===== config.mk =====
export PLATFORM = sky130hd
export DESIGN_NAME = write_fifo_ctrl
export DESIGN_NICKNAME = d
export VERILOG_FILES = /design/src/rtl/write_fifo_ctrl.sv
export SDC_FILE = /design/constraint.sdc
export NUM_CORES = 1
export LEC_CHECK = 0
export ABC_AREA = 1
export BUFFER_PORTS_ARGS = -buffer_cell sky130_fd_sc_hd__buf_2
export CAP_MARGIN = 20
export CORE_MARGIN = 2
export CORE_UTILIZATION = 35
export CTS_BUF_LIST = sky130_fd_sc_hd__clkbuf_2
export CTS_CLUSTER_DIAMETER = 120
export DETAILED_ROUTE_END_ITERATION = 8
export GPL_TIMING_DRIVEN = 1
export SKIP_LAST_GASP = 1
export SYNTH_ARGS = -nofsm -noshare
export SYNTH_HDL_FRONTEND = slang
export SYNTH_SLANG_ARGS = --single-unit

===== constraint.sdc =====
create_clock -name w_clk_in -period 3.51 [get_ports w_clk_in]
set_input_delay 0.351 -clock w_clk_in [delete_from_list [all_inputs] [get_ports w_clk_in]]
set_output_delay 0.351 -clock w_clk_in [all_outputs]
set_load 0.02 [all_outputs]

===== src/rtl/write_fifo_ctrl.sv =====
// write_fifo_ctrl: async FIFO write-side controller (binary/Gray write pointer, read-pointer sync, full, level).
// Optional almost-full output and AF_THRESHOLD parameter enabled by WRITE_FIFO_ALMOST_FULL_EN.
module write_fifo_ctrl #(
  parameter int ADDR_WIDTH = 3,
  parameter int SYNC_STAGES = 2
`ifdef WRITE_FIFO_ALMOST_FULL_EN
  ,
  parameter int AF_THRESHOLD = 6
`endif
) (
  input  logic                  w_clk_in,
  input  logic                  w_reset_in,
  input  logic                  w_request_in,
  input  logic [ADDR_WIDTH-1:0] r_ptr_gray_in,
  output logic                  w_en_out,
  output logic [ADDR_WIDTH-1:0] w_ptr_out,
  output logic [ADDR_WIDTH-1:0] w_ptr_gray_out,
  output logic                  ctrl_full_out,
  output logic [ADDR_WIDTH-1:0] w_level_out
`ifdef WRITE_FIFO_ALMOST_FULL_EN
  ,
  output logic                  ctrl_almost_full_out
`endif
);
  typedef enum logic {READY, FULL} state_t;
  state_t state_q, state_d;
  logic [ADDR_WIDTH-1:0] sync_q [SYNC_STAGES];
  logic [ADDR_WIDTH-1:0] r_ptr_sync, ptr_p1, ptr_p2, ptr_d;
  function automatic logic [ADDR_WIDTH-1:0] g2b(input logic [ADDR_WIDTH-1:0] g);
    logic [ADDR_WIDTH-1:0] b;
    for (int i = 0; i < ADDR_WIDTH; i++) b[i] = ^(g >> i);
    return b;
  endfunction
  // One slot stays empty: full means the pointer sits one behind the synced read pointer.
  always_comb begin
    r_ptr_sync = g2b(sync_q[SYNC_STAGES-1]);
    ptr_p1 = w_ptr_out + ADDR_WIDTH'(1);
    ptr_p2 = w_ptr_out + ADDR_WIDTH'(2);
    w_en_out = w_request_in & (state_q == READY) & ~w_reset_in;
    ptr_d = w_en_out ? ptr_p1 : w_ptr_out;
    state_d = (state_q == READY) ? ((w_en_out && ptr_p2 == r_ptr_sync) ? FULL : READY)
                                 : ((ptr_p1 != r_ptr_sync) ? READY : FULL);
    ctrl_full_out = (state_q == FULL) & ~w_reset_in;
    w_level_out = w_reset_in ? '0 : w_ptr_out - r_ptr_sync;
  end
  always_ff @(posedge w_clk_in) begin
    if (w_reset_in) begin
      state_q <= READY;
      w_ptr_out <= '0;
      w_ptr_gray_out <= '0;
      for (int i = 0; i < SYNC_STAGES; i++) sync_q[i] <= '0;
    end else begin
      state_q <= state_d;
      w_ptr_out <= ptr_d;
      w_ptr_gray_out <= ptr_d ^ (ptr_d >> 1);
      sync_q[0] <= r_ptr_gray_in;
      for (int i = 1; i < SYNC_STAGES; i++) sync_q[i] <= sync_q[i-1];
    end
  end
`ifdef WRITE_FIFO_ALMOST_FULL_EN
  // Look ahead one stage in the synchronizer so the flag matches next cycle's level.
  logic af_q;
  logic [ADDR_WIDTH-1:0] lvl_d;
  assign lvl_d = ptr_d - g2b(sync_q[SYNC_STAGES-2]);
  always_ff @(posedge w_clk_in) af_q <= w_reset_in ? 1'b0 : (32'(lvl_d) >= AF_THRESHOLD);
  assign ctrl_almost_full_out = af_q & ~w_reset_in;
`endif
endmodule


### After elaboration in Yosys (flattened, before gate mapping)

Memories as Yosys holds them, arrays and structs flattened.
Cells that the tools add are included.

* bits in registers: 7
* memories kept: 1
* output and inout bits: 11
* word-level logic and storage cells: 31
* memory bits (writable): 6
* bits of input ports: 6

* bitwise operators: 8
* $add $sub $neg: 3
* reduce and logical (&&, ||, !) cells: 4
* muxes and demuxes: 10
* eq/ne operators: 2

Memory list
* sync_q: words 2, width 3, rd ports 2, clocked after memory_dff 0, write ports 2, line 27 `logic [ADDR_WIDTH-1:0] sync_q [SYNC_STAGES];`

Operator list (number)
* $mux 3: 4
* $reduce_xor 3->1: 3
* $mux 1: 6
* $add 3x1->3 const B: 1
* $add 3x2->3 const B: 1
* $and 1x1->1: 3
* $eq 3x3->1: 1
* $ne 3x3->1: 1
* $sub 3x3->3: 1
* $xor 3x2->3: 1
* $not 1->1: 2
* $or 1x1->1: 2
* $logic_and 1x1->1: 1

### Logic depth before layout (Yosys ltp)

Gate-level depths: netlist of the first run.

* depth after elaboration: 6
* mapped depth: 11
* gate-level depth less buffers: 11

### Least setup slack after synthesis of the first run

Ideal clock, no wire load.

* path type: register to output
* start point: memory sync_q[1][2], in the netlist sync_q[0][5]
* end point: output w_level_out[2]
* stages on the path, launching flop included: 10
* arrival: 1.750 ns
* required time: 3.159 ns
* buffers on the path: 0
* setup slack: 1.409 ns
* path through: dfxtp_1 inv_1 nand2_1 nand2_1 xnor2_1 inv_1 ha_1 fa_1 xor2_1 nor2_1

RTL lines
* from (decl): line 27
* to (decl): line 19 `output logic [ADDR_WIDTH-1:0] w_level_out`

==> impl_results.md, run 1 <==
- Clock tree buffer depth: 2
- Post-layout min period: 2411 ps
- Share of post-route cells with drive strength above 1: 21.82%
- I/O Pins: 17
- Initial antenna violation count: 0
- Clock Latency Late Sink: 250 ps
- TritonRoute pass-1 iters: 4
- WP data arrival: 2060 ps
- Top-area cell type share of the netlist area: 37.65%
- Req. time, crit path: 3160 ps
- Cells after Synth: 93
- # rows: 15
- Final Hold Fails: 0
- Synth top cells by count: nand2_1, nor2_1, inv_1
- RSZ-0062 raised after global routing: false
- Min-delay worst type: in2reg
- Post-synth ARST share: 0%
- RD Place Congestion: 0.7956
- Slew HR: 81.31%
- Synthesis-to-finish area growth: 18.04%
- FMAX: 0.4148 GHz
- DIE WIDTH: 46.70 µm
- Crit start category: register
- DRT iter0 DRCs: 16
- Overflow after GRT: 0
- Ant. Diodes: 0
- Num CTS Buffers: 3
- Tot GR Track Use: 12.63%
- MaxCap Viol Count: 0
- Via count: 565
- Number of hold buffers added after CTS: 0
- PostCTS Resize Cnt: 0
- Worst Hold Slack: 287.1 ps
- Cell variety after synth: 19
- Leakage Power: 0.4241 nW
- Post-CTS setup buffer count: 0
- Core region area: 1727 µm²
- Remaining antenna violation count: 0
- Worst-case clock skew: 3.076 ps
- Max H-tree Level: 1
- Worst slew pin tran: 280.4 ps
- Root buffer cell: clkbuf_2
- Status: completed
- Final setup violation count: 0
- Final HPWL DP: 904.6 µm
- Critical path endpoint category: output port
- Global-route wire length before repair: 1835 µm
- Largest area contributor in the netlist: dfxtp_1
- Synth Area per Inst: 6.861 µm²
- Cell Pwr Density: 387.8 nW/µm²
- Total wire length: 1141 µm
- Wire length per cell: 8.452 µm
- Worst flop-to-flop path startpoint: sync_q[0][5]
- Setup crit start: sync_q[0][5]
- Die Ht: 46.70 µm
- Ys flop type: dfxtp_1
- Sequential cell area fraction in the yosys report: 37.65%
- Post-Syn Area: 638.1 µm²
- R2R depth: 11
- Initial Util: 36.96%
- Number of global-route vias before repair: 446
- Pin count of the biggest net entering global routing: 16
- Register-to-register path setup slack: 1860 ps
- Crit Path Category: reg2out
- Synth top area cells: dfxtp_1, nand2_1, nor2_1, inv_1, ha_1
- Final Slew Violations: 0
- Worst vdd ir: 0.0001988 V
- Worst Setup EP: w_level_out[2]
- Area of the die: 2181 µm²
- Clock-pin slew on the worst setup and hold paths: 100 ps
- Crit path max fanout: 4
- R2r endpoint: state_q
- Post-Syn Nets: 103
- Ys Warns: 0
- Number of synthesized register bits: 12
- DRC Markers: 0
- Setup_tns: 0 ps
- Final nets: 122
- CTS tree: done
- Clk sinks: 12
- Final period util: 68.69%
- Vias per cell: 4.185
- Post-synth EDFFs: 0
- IO buf count: 16
[flip-flops by register name, indices dropped and copies added, names as in the netlist]
signal / count
sync_q: 6
w_ptr_out: 2
w_ptr_gray_out: 3
state_q: 1
[layer usage]
layer | part of all wire (%) | vias to the layer above | track usage [%]
li1 | - | 305 | -
met5 | 0 | - | 0
met3 | 4.9 | 4 | 3.529
met1 | 46 | 240 | 16.27
met4 | 2.5 | 0 | 8.333
met2 | 46 | 16 | 18.33
[worst max-delay path, stage by stage (launching register included)]
cell     delay (ps)
dfxtp_1         380
inv_1            80
nand2_1          60
nand2_1         120
xnor2_1         160
inv_1            50
ha_1            180
fa_1            370
xor2_1          170
nor2_1           70
buf_2           160
[kinds of logic (layout without fill, tap and decap cells)]
family	count (synthesis)	in the layout	share of synthesized area (%)
adder cells (fa/ha/maj)	4	4	9.020
AO/OA/AOI/OAI	5	5	4.900
AND/OR/NAND/NOR	47	47	30.79
XOR/XNOR	3	3	4.118
buffers and inverters	22	39	13.53
flip-flops	12	12	37.65
[through the flow]
stage          power [mW]  cell area [µm²]  utilization [%]  std cells  worst slack, ps
6_report           0.2921            753.2            43.62        135             1099
4_1_cts            0.2957            753.2            43.62        135             1068
3_5_place_dp       0.2325            738.2            42.75        132             1368
3_3_place_gp       0.2314            738.2            42.75        132             1425
2_1_floorplan      0.2111            638.1                -         93             1409
5_1_grt            0.3124            753.2            43.62        135            903.4
[cell type report]
cell class / count / area (µm²)
repair buffers: 16 / 80.08
clock buffers: 3 / 15.01
inverters: 20 / 75.07
flip-flops and latches: 12 / 240.2
fillers: 187 / 973.4
multi-input cells: 59 / 311.5
well taps: 25 / 31.28
[worst min path at each step]
stage	startpoint	endpoint	slack [ps]	cells past startpoint
final	r_ptr_gray_in[2]	sync_q[0][2]	290	3
after global routing	r_ptr_gray_in[1]	sync_q[0][1]	280	3
after CTS	r_ptr_gray_in[2]	sync_q[0][2]	280	3
after detailed placement	sync_q[0][1]	sync_q[0][4]	390	2
after global placement	sync_q[0][1]	sync_q[0][4]	390	2
after floorplan	sync_q[0][0]	sync_q[0][3]	390	2
[cell usage in the layout, fill, tap and decap left out, drive strengths merged]
cell type,Yosys,routed
nor2,21,21
nand3,4,4
dfxtp,12,12
xnor2,1,1
o21ai,3,3
xor2,2,2
clkbuf,1,3
inv,20,20
fa,1,1
nand4,1,1
ha,3,3
buf,1,16
a21oi,1,1
a21boi,1,1
nand2,21,21
[where the power goes]
| part | switching, mW | total, mW | internal, mW |
|---|---|---|---|
| Combinational | 0.0504 | 0.0783 | 0.0280 |
| Sequential | 0.00526 | 0.150 | 0.145 |
| Clock | 0.0406 | 0.0639 | 0.0233 |
| Total | 0.0962 | 0.292 | 0.196 |
(Power assumes the default switching activity.)
==> inputs of run 2 (changes only) <==
--- a/config.mk
+++ b/config.mk
@@ -5,7 +5,7 @@
 export SDC_FILE = /design/constraint.sdc
 export NUM_CORES = 1
 export LEC_CHECK = 0
-export ABC_AREA = 1
+export ABC_AREA = 0
 export BUFFER_PORTS_ARGS = -buffer_cell sky130_fd_sc_hd__buf_2
 export CAP_MARGIN = 20
 export CORE_MARGIN = 2
==> constraint.sdc (replaced) <==
create_clock -name w_clk_in -period 2.3 [get_ports w_clk_in]
set_input_delay 0.23 -clock w_clk_in [delete_from_list [all_inputs] [get_ports w_clk_in]]
set_output_delay 0.23 -clock w_clk_in [all_outputs]
set_load 0.02 [all_outputs]
==> run 2 against run 1 <==
Compared with the run above:
- synthesized cell count decreased by 38%
- critical path depth fell by 2
- via count decreased by 27%
- core utilization rose by 2.3 points
- hold slack got worse by 120 ps
- clock skew fell by 1.4 ps
- final area down 6.0%
- register-to-register slack worse by 970 ps
- clock power rose by 66%
- sequential share of layout area grew 2.4 points
- critical endpoint unchanged
- largest power group unchanged
- highest routed layer is now met3
==> impl_results.md, run 2 <==
- Sequential cell area fraction in the yosys report: 40.68% (+3.0 points)
- Num CTS Buffers: 3 (unchanged)
- Cell Pwr Density: 613.5 nW/µm² (+58%)
- Number of synthesized register bits: 12 (unchanged)
- R2r endpoint: state_q
- Core region area: 1541 µm² (-11%)
- Largest register FFs: 6 (unchanged)
- Slew HR: 73.28% (-8.0 points)
- Worst-case clock skew: 1.632 ps (-1.444 ps)
- Ant. Diodes: 0 (unchanged)
- Clock Latency Late Sink: 260 ps (about the same)
- Placed Area: 674.4 µm² (-8.6%)
- Tot GR Track Use: 10.69% (-1.9 points)
- Crit path max fanout: 2 (-2)
- Via count: 414 (-27%)
- I/O Pins: 17 (unchanged)
- DRC Markers: 0 (unchanged)
- Die Ht: 45.08 µm (-3.5%)
- TritonRoute pass-1 iters: 2 (-2)
- Min-delay worst type: in2reg
- IO buf count: 16 (unchanged)
- Max H-tree Level: 1 (unchanged)
- Top-area cell type share of the netlist area: 40.68% (+3.0 points)
- Commonest non-fill, non-tap cell in the layout: buf_2
- Crit start category: register
- Critical path endpoint category: output port
- Synth top area cells: dfxtp_1, xnor2_1, ha_1, nor2_1, and2b_1
- Post-Syn Nets: 68 (-34%)
- Post-synth ARST share: 0% (unchanged)
- Area of the die: 2032 µm² (-6.8%)
- Count of cells along the worst hold path: 2 (-1)
- Ys flop type: dfxtp_1
- Most frequent cells in the layout: buf_2, dfxtp_1, xnor2_1, nor2_1, and2b_1
- Final period util: 92.61%
- Cells after Synth: 58 (-38%)
- Most numerous cell in the Yosys netlist: dfxtp_1
- Worst slew pin tran: 400.4 ps (+120.0 ps)
- Overflow after GRT: 0 (unchanged)
- Worst flop-to-flop path startpoint: sync_q[0][5]
- Initial Util: 38.31% (+1.4 points)
- Status: completed
- Synth top cells by count: dfxtp_1, nor2_1, xnor2_1
- Root buffer cell: clkbuf_2
- Crit Path Category: reg2out
- Number of hold buffers added after CTS: 0 (unchanged)
- Worst vdd ir: 0.0003185 V (+60%)
- Final non-filler cell area: 708.2 µm² (-6.0%)
- Synth Area per Inst: 10.18 µm² (+48%)
- Total wire length: 900 µm (-21%)
- CTS tree: done
- Vias per cell: 4.500 (+7.5%)
- Initial antenna violation count: 0 (unchanged)
- MaxCap Viol Count: 0 (unchanged)
- Req. time, crit path: 2070 ps (-1090 ps)
- Post-CTS setup buffer count: 0 (unchanged)
- WP data arrival: 1900 ps (-160 ps)
- Clk sinks: 12 (unchanged)
- Final HPWL DP: 667 µm (-26%)
- FMAX: 0.4695 GHz
- DIE WIDTH: 45.08 µm (-3.5%)
- Clock-pin slew on the worst setup and hold paths: 110 ps (about the same)
- Largest area contributor in the netlist: dfxtp_1
- RSZ-0062 raised after global routing: false
- Global-route wire length before repair: 1511 µm (-18%)
- Pin count of the biggest net entering global routing: 18 (+2)
- Final Slew Violations: 0 (unchanged)
- Cell variety after synth: 18 (-1)
- Share of post-route cells with drive strength above 1: 34.21% (+12 points)
- Synthesis-to-finish area growth: 19.92%
- PostCTS Resize Cnt: 0 (unchanged)
- DRT iter0 DRCs: 4 (-12)
- Register-to-register path setup slack: 890 ps (-970 ps)
- Biggest register: sync_q
- Wire length per cell: 9.783 µm (+16%)
- Leakage Power: 0.3279 nW (-23%)
- Remaining antenna violation count: 0 (unchanged)
- RD Place Congestion: 0.7214 (-9.3%)
- Hold Path End: sync_q[0][0]
- Number of global-route vias before repair: 352 (-21%)
- Min-delay src: r_ptr_gray_in[0]
- # rows: 14 (-1)
- Post-Syn Area: 590.6 µm² (-7.5%)
- Final Hold Fails: 0 (unchanged)
- Final setup violation count: 0 (unchanged)
- Final nets: 87 (-29%)
- Top Registers: sync_q (6), w_ptr_gray_out (3), w_ptr_out (2)
- R2R depth: 6 (-5)
- Clock tree buffer depth: 2 (unchanged)
- Post-synth EDFFs: 0 (unchanged)
- Worst Hold Slack: 162.3 ps (-124.8 ps)
- Post-layout min period: 2130 ps
- Ys Warns: 0 (unchanged)
- Setup_tns: 0 ps (unchanged)
run 2: worst max path at each step:
| stage | from | end | slack [ps] | cells after the start |
|---|---|---|---|---|
| after CTS | sync_q[0][5] | w_level_out[2] | 40 | 8 |
| after global placement | sync_q[0][5] | w_level_out[2] | 410 | 8 |
| final | sync_q[0][5] | w_level_out[2] | 170 | 8 |
| after detailed placement | sync_q[0][5] | w_level_out[2] | 360 | 8 |
| after floorplan | sync_q[0][5] | w_level_out[2] | 250 | 7 |
| after global routing | sync_q[0][5] | w_level_out[1] | 20 | 7 |
run 2: layout make-up:
class                           instances  area, µm²
Clock buffer                            3      15.01
Clock inverter                          1      3.754
Tap cell                               16      20.02
Fill cell                             148      833.3
Timing Repair Buffer                   17      90.09
Sequential cell                        12      242.7
Multi-Input combinational cell         40      325.3
Inverter                                3      11.26
run 2: critical path, cell delays in order, from the launching register on:
cell and delay [ps]:
dfxtp_2 360, xor2_2 180, inv_2 60, xnor2_1 130, ha_2 170, fa_1 370
xnor2_1 130, nor2_1 90, buf_4 140
run 2: layer usage:
metal | vias to the layer above | global-route usage, % | share of wire (%)
li1 | 213 | - | -
met1 | 186 | 11.69 | 42
met2 | 15 | 17.43 | 49
met3 | 0 | 6.000 | 8.3
met4 | 0 | 3.529 | 0
met5 | - | 0 | 0
run 2: power by group:
group          internal [mW]  switching [mW]
logic                 0.0487          0.0541
clock network         0.0378          0.0683
registers              0.219         0.00691
run 2: logic make-up after synthesis:
kind of cell    count (synthesis)  synth area share [%]
xor+xnor                       12                 17.80
fa+ha+maj                       4                 9.747
flops                          12                 40.68
compound gates                  2                 1.695
mux                             2                 3.390
buf+inv                         6                 5.932
simple gates                   20                 20.76
run 2: per-stage QoR:
| step | util (%) | worst slack (ps) | cells | power, mW |
|---|---|---|---|---|
| finish | 45.94 | 170.1 | 92 | 0.4345 |
| detailed placement | 43.75 | 361.8 | 88 | 0.3319 |
| global route | 45.94 | 24.74 | 92 | 0.4640 |
| CTS | 44.97 | 36.59 | 92 | 0.4411 |
| floorplan | - | 245.7 | 58 | 0.3069 |
| global placement | 43.75 | 409.1 | 88 | 0.3308 |
==> inputs of run 3 (changes only) <==
--- a/config.mk
+++ b/config.mk
@@ -5,7 +5,7 @@
 export SDC_FILE = /design/constraint.sdc
 export NUM_CORES = 1
 export LEC_CHECK = 0
-export ABC_AREA = 0
+export ABC_AREA = 1
 export BUFFER_PORTS_ARGS = -buffer_cell sky130_fd_sc_hd__buf_2
 export CAP_MARGIN = 20
 export CORE_MARGIN = 2
==> run 3 against run 2 <==
Compared with the run above:
- clock skew grew 1.5 ps
- routed wire length grew 31%
- hold slack gained 4.7 ps
- setup slack lost 14 ps
- critical path depth grew 2
- final area grew 11%
- first-iteration DRC count grew to 3.5 times the previous value
- non-clock buffer count grew 2
- critical path type unchanged
- critical endpoint unchanged
==> impl_results.md, run 3 (same netlist as run 1, synthesis figures left out) <==
- Tot GR Track Use: 12.63% (+1.9 points)
- DIE WIDTH: 46.70 µm (+3.6%)
- Min-delay worst type: in2reg
- Clk sinks: 12 (unchanged)
- Clock tree buffer depth: 2 (unchanged)
- Die Ht: 46.70 µm (+3.6%)
- Register-to-register path setup slack: 740 ps (-150 ps)
- Internal power: 304.9 µW (about the same)
- Clock-pin slew on the worst setup and hold paths: 100 ps (about the same)
- Num CTS Buffers: 3 (unchanged)
- Core region area: 1727 µm² (+12%)
- CTS tree: done
- Largest register FFs: 6 (unchanged)
- Logic pwr share: 28.1% (+4.4 points)
- Initial Util: 36.96% (-1.4 points)
- RD Place Congestion: 0.7956 (+10%)
- # rows: 15 (+1)
- Crit Path Category: reg2out
- Worst slew pin tran: 281.9 ps (-118.4 ps)
- Area of the die: 2181 µm² (+7.3%)
- Top Registers: sync_q (6), w_ptr_gray_out (3), w_ptr_out (2)
- Min-delay src: r_ptr_gray_in[2]
- Final nets: 125 (+44%)
- Biggest register: sync_q
- Final HPWL DP: 904.6 µm (+36%)
- Sequential share of power: 50.5% (-1.4 points)
- DRT iter0 DRCs: 14 (+10)
- Root buffer cell: clkbuf_2
- Pin count of the biggest net entering global routing: 16 (-2)
- Clock power frac: 21.4% (-3.0 points)
- Most frequent cells in the layout: nor2_1, nand2_1, inv_1, buf_2, dfxtp_1
- Final setup violation count: 0 (unchanged)
- RSZ-0062 raised after global routing: false
- TritonRoute pass-1 iters: 4 (+2)
- Final period util: 93.20% (+0.59 points)
- Crit start category: register
- Total wire length: 1175 µm (+31%)
- R2R depth: 11 (+5)
- Via count: 583 (+41%)
- IO buf count: 16 (unchanged)
- Wire length per cell: 8.514 µm (-13%)
- I/O Pins: 17 (unchanged)
- Max H-tree Level: 1 (unchanged)
- DRC Markers: 0 (unchanged)
- Vias per cell: 4.225 (-6.1%)
- Count of cells along the worst hold path: 3 (+1)
- Worst flop-to-flop path startpoint: sync_q[0][5]
- Ant. Diodes: 0 (unchanged)
- Global-route wire length before repair: 1835 µm (+21%)
- Number of global-route vias before repair: 446 (+27%)
- FMAX: 0.4665 GHz (-0.64%)
- Critical path endpoint category: output port
- Met2 GRT Util: 18.33% (+0.90 points)
- Final Hold Fails: 0 (unchanged)
- M1 GR Usage: 16.27% (+4.6 points)
- Cell Pwr Density: 577.4 nW/µm² (-5.9%)
- Setup_tns: 0 ps (unchanged)
- Post-layout min period: 2144 ps (+13.67 ps)
- MaxCap Viol Count: 0 (unchanged)
- Leakage Power: 0.4396 nW (+34%)
- R2r endpoint: state_q
- Overflow after GRT: 0 (unchanged)
- Req. time, crit path: 2070 ps (about the same)
- Sw Pwr: 148.7 µW (+15%)
- Clock Latency Late Sink: 250 ps (about the same)
- WP data arrival: 1910 ps (about the same)
- Initial antenna violation count: 0 (unchanged)
- Fin worst setup slack: 156.4 ps (-13.67 ps)
- Status: completed
- Share of post-route cells with drive strength above 1: 27.43% (-6.8 points)
- Hold Path End: sync_q[0][2]
- Commonest non-fill, non-tap cell in the layout: nor2_1
- Pre-CTS setup slack: 278.6 ps (-83.25 ps)
- Switching share of power: 32.78% (+3.0 points)
- Remaining antenna violation count: 0 (unchanged)
- Synthesis-to-finish area growth: 23.14%
- Worst-case clock skew: 3.103 ps (+1.471 ps)
- Slew HR: 81.20% (+7.9 points)
- Busiest grt layer: met2
- Crit path max fanout: 4 (+2)
- Worst vdd ir: 0.0003049 V (-4.3%)
- GR Layer Usage met3: 3.529% (-2.5 points)
- Final Slew Violations: 0 (unchanged)
[run 3: critical path, stage by stage (launching register included)]
cell	delay, ps
dfxtp_2	340
inv_1	80
nand2_1	60
nand2_2	100
xnor2_1	120
inv_1	50
ha_1	190
fa_2	330
xor2_1	160
nor2_1	80
buf_4	140
[run 3: per-layer routing]
metal  share of wire [%]  up-vias
met5                   0        -
met3                 4.8        4
met2                  47       16
met4                 2.5        0
li1                    -      311
met1                  46      252
[run 3: worst max path at each step]
stage | startpoint | end | slack [ps] | cells past startpoint
finish | sync_q[0][5] | w_level_out[2] | 160 | 10
global route | sync_q[0][5] | w_level_out[2] | 10 | 10
CTS | sync_q[0][4] | w_level_out[2] | 7 | 10
detailed placement | sync_q[0][5] | w_level_out[2] | 280 | 10
global placement | sync_q[0][5] | w_level_out[2] | 340 | 10
floorplan | sync_q[0][5] | w_level_out[2] | 320 | 9
[run 3: power groups by stage]
stage | clock, mW | combinational (mW) | sequential (mW)
CTS | 0.101 | 0.121 | 0.229
finish | 0.0973 | 0.127 | 0.229
detailed placement | 0 | 0.121 | 0.234
floorplan | 0 | 0.0803 | 0.242
global route | 0.109 | 0.146 | 0.231
global placement | 0 | 0.120 | 0.233
[run 3: layout make-up]
type,count,area [µm²]
Clock buffer,3,15.01
Fill cell,187,940.9
Inverter,20,75.07
Multi-Input combinational cell,59,316.6
Sequential cell,12,242.7
Tap cell,25,31.28
Timing Repair Buffer,19,105.1
[run 3: through the flow]
stage                     instance area, µm²  hold slack (ps)  total power, mW  util (%)  std cells
after detailed placement               738.2            393.8           0.3548     42.75        132
final                                  785.8            167.1           0.4537     45.51        138
after global routing                   785.8            161.2           0.4852     45.51        138
after global placement                 738.2            393.2           0.3531     42.75        132
after CTS                              754.5            159.3           0.4514     43.70        135
after floorplan                        638.1            299.1           0.3221         -         93
[run 3: what timing repair did]
item | 4_1_cts | 5_1_grt
endpoints found under the setup margin | 1 | 2
hold buffers | 0 | 0
pin swaps | 0 | 1
buffers inserted | 0 | 3
cloned | 0 | 0
resized for setup | 1 | 4
